File: config.mk
export PLATFORM = sky130hd
export DESIGN_NAME = morse_uart_top
export DESIGN_NICKNAME = d
export VERILOG_FILES = /design/src/rtl/morse_uart_pkg.sv /design/src/rtl/morse_uart_baud_gen.sv /design/src/rtl/morse_uart_rx.sv /design/src/rtl/morse_uart_sev_seg_mux.sv /design/src/rtl/morse_uart_tx.sv /design/src/rtl/morse_uart_top.sv
export SDC_FILE = /design/constraint.sdc
export NUM_CORES = 1
export LEC_CHECK = 0
export BUFFER_PORTS_ARGS = -buffer_cell sky130_fd_sc_hd__buf_2
export CAP_MARGIN = 20
export CORE_UTILIZATION = 59
export CTS_BUF_LIST = sky130_fd_sc_hd__clkbuf_8
export CTS_CLUSTER_DIAMETER = 80
export CTS_CLUSTER_SIZE = 14
export DETAILED_ROUTE_END_ITERATION = 6
export GPL_TIMING_DRIVEN = 0
export PLACE_DENSITY = 0.86
export SYNTH_ARGS = -nofsm -noshare
export SYNTH_HDL_FRONTEND = slang
export SYNTH_SLANG_ARGS = --single-unit
File: constraint.sdc
create_clock -name clk_i -period 4.3 [get_ports clk_i]
set_input_delay 1.29 -clock clk_i [delete_from_list [all_inputs] [get_ports clk_i]]
set_output_delay 1.29 -clock clk_i [all_outputs]
set_load 0.05 [all_outputs]
File: src/rtl/morse_uart_pkg.sv
// Shared constants, FSM state type and hex font for the UART echo/display path.
package morse_uart_pkg;

  localparam int DEF_CLK_FREQ     = 100_000_000;
  localparam int DEF_BAUD_RATE    = 9600;
  localparam int DEF_SAMPLE_TICKS = 16;

  localparam logic [6:0] SEG_BLANK = 7'b1111111;

  typedef enum logic [1:0] {S_IDLE, S_START, S_DATA, S_STOP} uart_state_e;

  function automatic int baud_div(input int clk_freq, input int baud, input int ticks);
    return clk_freq / baud / ticks;
  endfunction

  // Active-low {g,f,e,d,c,b,a}
  function automatic logic [6:0] hex_to_seg(input logic [3:0] h);
    logic [6:0] s;
    case (h)
      4'h0: s = 7'b1000000;
      4'h1: s = 7'b1111001;
      4'h2: s = 7'b0100100;
      4'h3: s = 7'b0110000;
      4'h4: s = 7'b0011001;
      4'h5: s = 7'b0010010;
      4'h6: s = 7'b0000010;
      4'h7: s = 7'b1111000;
      4'h8: s = 7'b0000000;
      4'h9: s = 7'b0010000;
      4'hA: s = 7'b0001000;
      4'hB: s = 7'b0000011;
      4'hC: s = 7'b1000110;
      4'hD: s = 7'b0100001;
      4'hE: s = 7'b0000110;
      default: s = 7'b0001110;
    endcase
    return s;
  endfunction

endpackage

File: src/rtl/morse_uart_baud_gen.sv
// Free-running oversample tick generator shared by receiver and transmitter.
module baud_gen #(
  parameter int DIV = 651
) (
  input  logic clk_i,
  input  logic rst_ni,
  output logic tick_o
);
  localparam int W = (DIV > 1) ? $clog2(DIV) : 1;
  localparam logic [W-1:0] LAST = W'(DIV - 1);

  logic [W-1:0] cnt_q, cnt_d;

  always_comb cnt_d = (cnt_q == LAST) ? '0 : cnt_q + 1'b1;

  always_ff @(posedge clk_i or negedge rst_ni)
    if (!rst_ni) cnt_q <= '0;
    else         cnt_q <= cnt_d;

  assign tick_o = (cnt_q == LAST);
endmodule

File: src/rtl/morse_uart_rx.sv
// Oversampling 8N1 receiver; data_o holds the last frame with a valid stop bit.
module uart_rx
  import morse_uart_pkg::*;
#(
  parameter int WORD_BITS    = 8,
  parameter int SAMPLE_TICKS = 16
) (
  input  logic                 clk_i,
  input  logic                 rst_ni,
  input  logic                 tick_i,
  input  logic                 rx_i,
  output logic                 done_o,
  output logic [WORD_BITS-1:0] data_o
);
  localparam int SW = (SAMPLE_TICKS > 1) ? $clog2(SAMPLE_TICKS) : 1;
  localparam int NW = (WORD_BITS > 1) ? $clog2(WORD_BITS) : 1;
  localparam logic [SW-1:0] TK_MID  = SW'(SAMPLE_TICKS / 2 - 1);
  localparam logic [SW-1:0] TK_LAST = SW'(SAMPLE_TICKS - 1);
  localparam logic [NW-1:0] N_LAST  = NW'(WORD_BITS - 1);

  uart_state_e          state_q, state_d;
  logic [SW-1:0]        s_q, s_d;
  logic [NW-1:0]        n_q, n_d;
  logic [WORD_BITS-1:0] sh_q, sh_d, data_q, data_d;
  logic                 done_q, done_d;

  always_ff @(posedge clk_i or negedge rst_ni)
    if (!rst_ni) begin
      state_q <= S_IDLE;
      s_q     <= '0;
      n_q     <= '0;
      sh_q    <= '0;
      data_q  <= '0;
      done_q  <= 1'b0;
    end else begin
      state_q <= state_d;
      s_q     <= s_d;
      n_q     <= n_d;
      sh_q    <= sh_d;
      data_q  <= data_d;
      done_q  <= done_d;
    end

  always_comb begin
    state_d = state_q;
    s_d     = s_q;
    n_d     = n_q;
    sh_d    = sh_q;
    case (state_q)
      S_IDLE: if (!rx_i) begin
        state_d = S_START;
        s_d     = '0;
      end
      // Mid start bit: a high line here means the edge was a glitch
      S_START: if (tick_i) begin
        if (s_q == TK_MID) begin
          s_d     = '0;
          n_d     = '0;
          state_d = rx_i ? S_IDLE : S_DATA;
        end else s_d = s_q + 1'b1;
      end
      S_DATA: if (tick_i) begin
        if (s_q == TK_LAST) begin
          s_d  = '0;
          sh_d = WORD_BITS'({rx_i, sh_q} >> 1);
          if (n_q == N_LAST) state_d = S_STOP;
          else               n_d = n_q + 1'b1;
        end else s_d = s_q + 1'b1;
      end
      S_STOP: if (tick_i) begin
        if (s_q == TK_LAST) state_d = S_IDLE;
        else                s_d = s_q + 1'b1;
      end
      default: state_d = S_IDLE;
    endcase
  end

  // A low stop sample is a framing error: nothing is latched or announced
  always_comb begin
    done_d = (state_q == S_STOP) && tick_i && (s_q == TK_LAST) && rx_i;
    data_d = done_d ? sh_q : data_q;
  end

  assign done_o = done_q;
  assign data_o = data_q;
endmodule

File: src/rtl/morse_uart_sev_seg_mux.sv
// Scans two hex digits of a byte onto a 4-digit active-low display; upper digits blank.
module sev_seg_mux
  import morse_uart_pkg::*;
#(
  parameter int REFRESH_BITS = 18
) (
  input  logic       clk_i,
  input  logic       rst_ni,
  input  logic [7:0] byte_i,
  output logic [6:0] seg_o,
  output logic [3:0] an_o
);
  logic [REFRESH_BITS-1:0] cnt_q, cnt_d;
  logic [1:0]              sel;

  always_comb cnt_d = cnt_q + 1'b1;

  always_ff @(posedge clk_i or negedge rst_ni)
    if (!rst_ni) cnt_q <= '0;
    else         cnt_q <= cnt_d;

  assign sel = cnt_q[REFRESH_BITS-1 -: 2];

  always_comb begin
    an_o  = 4'b1111;
    seg_o = SEG_BLANK;
    case (sel)
      2'd0: begin an_o = 4'b1110; seg_o = hex_to_seg(byte_i[3:0]); end
      2'd1: begin an_o = 4'b1101; seg_o = hex_to_seg(byte_i[7:4]); end
      2'd2: an_o = 4'b1011;
      default: an_o = 4'b0111;
    endcase
  end
endmodule

File: src/rtl/morse_uart_tx.sv
// 8N1 transmitter; a frame is accepted only on a tick while idle.
module uart_tx
  import morse_uart_pkg::*;
#(
  parameter int WORD_BITS    = 8,
  parameter int SAMPLE_TICKS = 16
) (
  input  logic                 clk_i,
  input  logic                 rst_ni,
  input  logic                 tick_i,
  input  logic                 start_i,
  input  logic [WORD_BITS-1:0] data_i,
  output logic                 ready_o,
  output logic                 tx_o,
  output logic                 done_o,
  output logic [WORD_BITS-1:0] data_o
);
  localparam int SW = (SAMPLE_TICKS > 1) ? $clog2(SAMPLE_TICKS) : 1;
  localparam int NW = (WORD_BITS > 1) ? $clog2(WORD_BITS) : 1;
  localparam logic [SW-1:0] TK_LAST = SW'(SAMPLE_TICKS - 1);
  localparam logic [NW-1:0] N_LAST  = NW'(WORD_BITS - 1);

  uart_state_e          state_q, state_d;
  logic [SW-1:0]        s_q, s_d;
  logic [NW-1:0]        n_q, n_d;
  logic [WORD_BITS-1:0] sh_q, sh_d, data_q, data_d;
  logic                 tx_q, tx_d, done_q, done_d;

  always_ff @(posedge clk_i or negedge rst_ni)
    if (!rst_ni) begin
      state_q <= S_IDLE;
      s_q     <= '0;
      n_q     <= '0;
      sh_q    <= '0;
      data_q  <= '0;
      tx_q    <= 1'b1;
      done_q  <= 1'b0;
    end else begin
      state_q <= state_d;
      s_q     <= s_d;
      n_q     <= n_d;
      sh_q    <= sh_d;
      data_q  <= data_d;
      tx_q    <= tx_d;
      done_q  <= done_d;
    end

  always_comb begin
    state_d = state_q;
    s_d     = s_q;
    n_d     = n_q;
    sh_d    = sh_q;
    case (state_q)
      S_IDLE: if (start_i && tick_i) begin
        state_d = S_START;
        s_d     = '0;
        sh_d    = data_i;
      end
      S_START: if (tick_i) begin
        if (s_q == TK_LAST) begin
          state_d = S_DATA;
          s_d     = '0;
          n_d     = '0;
        end else s_d = s_q + 1'b1;
      end
      S_DATA: if (tick_i) begin
        if (s_q == TK_LAST) begin
          s_d  = '0;
          sh_d = sh_q >> 1;
          if (n_q == N_LAST) state_d = S_STOP;
          else               n_d = n_q + 1'b1;
        end else s_d = s_q + 1'b1;
      end
      S_STOP: if (tick_i) begin
        if (s_q == TK_LAST) state_d = S_IDLE;
        else                s_d = s_q + 1'b1;
      end
      default: state_d = S_IDLE;
    endcase
  end

  // Line level follows the next state so tx_o and done_o line up with state_q
  always_comb begin
    case (state_d)
      S_START: tx_d = 1'b0;
      S_DATA:  tx_d = sh_d[0];
      default: tx_d = 1'b1;
    endcase
    done_d = (state_q == S_STOP) && (state_d == S_IDLE);
    data_d = (state_q == S_IDLE && state_d == S_START) ? data_i : data_q;
  end

  assign ready_o = (state_q == S_IDLE);
  assign tx_o    = tx_q;
  assign done_o  = done_q;
  assign data_o  = data_q;
endmodule

File: src/rtl/morse_uart_top.sv
// UART echo/display top: rx synchronizer, one-entry echo holding register and wiring.
module morse_uart_top
  import morse_uart_pkg::*;
#(
  parameter int CLK_FREQ     = DEF_CLK_FREQ,
  parameter int BAUD_RATE    = DEF_BAUD_RATE,
  parameter int SAMPLE_TICKS = DEF_SAMPLE_TICKS,
  parameter int WORD_BITS    = 8,
  parameter int REFRESH_BITS = 18
) (
  input  logic                 clk_i,
  input  logic                 reset_i,
  input  logic                 rx_i,
  output logic                 tx_o,
  output logic                 rx_done_o,
  output logic                 tx_done_o,
  output logic [WORD_BITS-1:0] tx_data_o,
  output logic [6:0]           sev_seg_encoded_o,
  output logic [3:0]           sev_seg_anodes_o
);
  localparam int BAUD_DIV = baud_div(CLK_FREQ, BAUD_RATE, SAMPLE_TICKS);

  logic                 tick, tx_ready;
  logic                 rx_meta_q, rx_meta_d, rx_sync_q, rx_sync_d;
  logic                 pend_q, pend_d;
  logic [WORD_BITS-1:0] hold_q, hold_d, rx_byte;

  always_ff @(posedge clk_i or negedge reset_i)
    if (!reset_i) begin
      rx_meta_q <= 1'b1;
      rx_sync_q <= 1'b1;
      pend_q    <= 1'b0;
      hold_q    <= '0;
    end else begin
      rx_meta_q <= rx_meta_d;
      rx_sync_q <= rx_sync_d;
      pend_q    <= pend_d;
      hold_q    <= hold_d;
    end

  // A fresh byte wins over the clear, so a byte landing on the launch tick stays queued
  always_comb begin
    rx_meta_d = rx_i;
    rx_sync_d = rx_meta_q;
    hold_d    = rx_done_o ? rx_byte : hold_q;
    if (rx_done_o)                    pend_d = 1'b1;
    else if (pend_q && tick && tx_ready) pend_d = 1'b0;
    else                              pend_d = pend_q;
  end

  baud_gen #(.DIV(BAUD_DIV)) u_baud (
    .clk_i (clk_i),
    .rst_ni(reset_i),
    .tick_o(tick)
  );

  uart_rx #(.WORD_BITS(WORD_BITS), .SAMPLE_TICKS(SAMPLE_TICKS)) u_rx (
    .clk_i (clk_i),
    .rst_ni(reset_i),
    .tick_i(tick),
    .rx_i  (rx_sync_q),
    .done_o(rx_done_o),
    .data_o(rx_byte)
  );

  uart_tx #(.WORD_BITS(WORD_BITS), .SAMPLE_TICKS(SAMPLE_TICKS)) u_tx (
    .clk_i  (clk_i),
    .rst_ni (reset_i),
    .tick_i (tick),
    .start_i(pend_q),
    .data_i (hold_q),
    .ready_o(tx_ready),
    .tx_o   (tx_o),
    .done_o (tx_done_o),
    .data_o (tx_data_o)
  );

  sev_seg_mux #(.REFRESH_BITS(REFRESH_BITS)) u_disp (
    .clk_i (clk_i),
    .rst_ni(reset_i),
    .byte_i(8'(rx_byte)),
    .seg_o (sev_seg_encoded_o),
    .an_o  (sev_seg_anodes_o)
  );
endmodule

==> metrics <==
Core Rows 32; fmax 267 MHz; Detail Route Antenna Nets 0; Synth Instances 449; Seq/Total Area, Yosys 48.3%; DIE WIDTH 91.9 µm; vias in the first global route 3316; Power Internal 1.22 mW; drt drc 0; Die H 91.9 µm; max-cap violations 0; RSZ-0062 raised after global routing no; Comb power frac 1.3%; Worst Hold Class reg -> reg; GPL Wtd Cong 0.823; Clock Skew 15.6 ps; Unique masters post-synth 58; clk sinks 92; clock power share 42.9%; EDFF count, synth 0; drt wl/cell 15.1 µm; ratio of cells with drive above 1 in the final layout 18.7%; Hold WS 355 ps; HPWL Detailed 6070 µm; run status finished clean; share of the synthesized area in the top cell type 46.7%; post-synthesis cell type with the largest combined area dfrtp_1; area grow syn2layout 10.9%; P_sw 0.335 mW; CTS H-Tree Depth 3; Required @ worst endpoint 3010 ps; CP Class reg -> out; total core area 7770 µm²; Switching Share 21.6%; Pleak 2.52 nW; Num CTS Buffers 9; post-synthesis net count 480; clock root buffer master clkbuf_8; Die ar. 8450 µm²; Worst-Skew Late Latency 360 ps; setup tns final 0 ps; setup bufs post-CTS 0; Vias 3401; IO buf count 24; minimum clock period 3750 ps; endpoints failing setup 0; Ys Warns 0; Seq pwr share 55.8%; Vias/cell 5.73; Max IR drop VDD 155 µV; Worst Tran Pin Value 744 ps; largest fanout on the critical path 6; relative slew slack 50.0%; cts hold-fix bufs 0; main flop type after synthesis dfrtp_1; asr flop ratio synth 100%; TritonCTS clock tree yes; Slew Viols, Final 0; DRT Wirelength 8980 µm; register bit total from synthesis 92; diode count 0; clock transition at the registers of the reported paths 90 ps; Final Cycle Share 87.2%; CP startpoint kind flop; Pre-Repair DR Iteration Count 5; first-pass GRT wire length 15400 µm; pin count of the biggest net entering global routing 71; initial antenna violation count 0; ranking of synthesized cells by area dfrtp_1 47%, ha_1 7.3%, mux2_2 5.2%, nand2_1 3.3%, xnor2_1 3.1%; arrival time at the worst endpoint 2460 ps; Total GRT Usage 22.8%; Pwr Density 294 nW/µm²; I/O pin cnt 25; GRT overflow 0; clock buffer depth 2; mean area per synthesized cell 10.6 µm²; initial core utilization 61.4%; Syn Std Cell Area 4770 µm²; Hold Fails Final Rpt 0; nets 518; Worst setup EP type primary output; post_cts resized 0; 1st-iter DRT viols 166
[cells by family after synthesis]
kind of cell / synth area share [%]
DFF: 48.3
xor gates and xnor gates: 4.41
AOI/OAI and AO/OA: 11.6
buffers and inverters: 3.17
and+or+nand+nor: 15.9
muxes: 9.23
adders and majority gates: 7.34
[cells in the mapped netlist (3+ instances only)]
master and count:
xnor2_1 17, nor2_1 27, nor3_1 5, a211oi_1 5, inv_1 20, a211o_1 3
nor2b_1 8, mux2i_1 5, mux2_2 22, mux2_4 8, dfrtp_1 89, a22o_1 3
nor4_1 3, nand2b_1 9, o21ai_1 5, or2_2 5, a21o_1 3, nand2_1 42
a22oi_1 7, and3_1 7, o21ai_0 28, dfstp_2 3, nand3_1 23, ha_1 28
clkbuf_1 16, a21oi_1 12, xor2_1 7, nand4_1 3, nor3b_1 3
[state kept, by name, summed over array words and instances (netlist names), named ones only]
| register | flops |
|---|---|
| u_baud.cnt_q | 10 |
| hold_q | 8 |
| u_tx.sh_q | 8 |
| u_tx.n_q | 3 |
| u_rx.done_o | 1 |
| u_rx.s_q | 4 |
| u_rx.state_q | 1 |
| u_tx.data_o | 8 |
| u_tx.state_q | 2 |
| u_tx.done_o | 1 |
| pend_q | 1 |
| u_rx.sh_q | 8 |
| u_tx.s_q | 4 |
| rx_sync_q | 1 |
| u_disp.cnt_q | 18 |
| rx_meta_q | 1 |
| u_rx.n_q | 3 |
| u_rx.data_o | 8 |
| u_tx.tx_o | 1 |
[final cells by class]
cell class / count / area (µm²)
fillers: 540 / 2480
multi-input cells: 319 / 2310
flip-flops and latches: 92 / 2310
repair buffers: 27 / 160
clock buffers: 10 / 138
well taps: 102 / 128
clock inverters: 6 / 95.1
plain buffers: 18 / 76.3
inverters: 20 / 75.1
[routing by layer]
metal	vias to the layer above	wire length, µm	track usage (%)
li1	1646	-	-
met1	1674	4130	29.3
met2	66	4420	38.4
met3	15	236	4.23
met4	0	183	8.59
met5	-	0	0
[cells in the final DEF (no fill, tap or decap), drive strengths merged, types with 8 or more instances in the layout]
cell	n
nor2	28
inv	21
mux2	30
a21oi	12
dfrtp	89
nand2b	9
clkbuf	26
nand2	42
nand3	23
buf	29
nor2b	8
ha	28
xnor2	17
o21ai	33
[path summary, 6_finish.rpt]
path	slack (ps)	from	endpoint	cells after the start
max	550	u_rx.data_o[0]	sev_seg_encoded_o[3]	7
min	350	rx_meta_q	rx_sync_q	0
max reg2reg	1480	u_baud.cnt_q[6]	u_tx.data_o[6]	7
min reg2reg	350	rx_meta_q	rx_sync_q	0
max in group asynchronous	2800	reset_i	u_tx.tx_o	2
min in group asynchronous	810	reset_i	u_disp.cnt_q[15]	1
[power by group through the flow]
stage | logic, mW | clock network [mW] | registers, mW
finish | 0.0208 | 0.666 | 0.867
global route | 0.0246 | 0.710 | 0.867
CTS | 0.0219 | 0.669 | 0.867
detailed placement | 0.0218 | 0 | 0.884
global placement | 0.0178 | 0 | 0.884
floorplan | 0.000624 | 0 | 0.884
[critical path, cell delays in order (launching register included)]
cell and delay [ps]:
dfrtp_1 460, inv_1 170, ha_1 330, inv_1 40, mux4_2 440, nor2b_1 150
a311o_1 320, buf_2 210
[per-stage QoR]
stage	setup slack (ps)	total power [mW]	util, %	instance area (µm²)	cells
finish	549	1.55	68.1	5290	594
global route	439	1.60	68.1	5290	594
CTS	531	1.56	68.1	5290	594
detailed placement	935	0.906	65.1	5060	578
global placement	955	0.902	64.6	5020	575
floorplan	1100	0.885	-	4770	449
(Power assumes the default switching activity.)
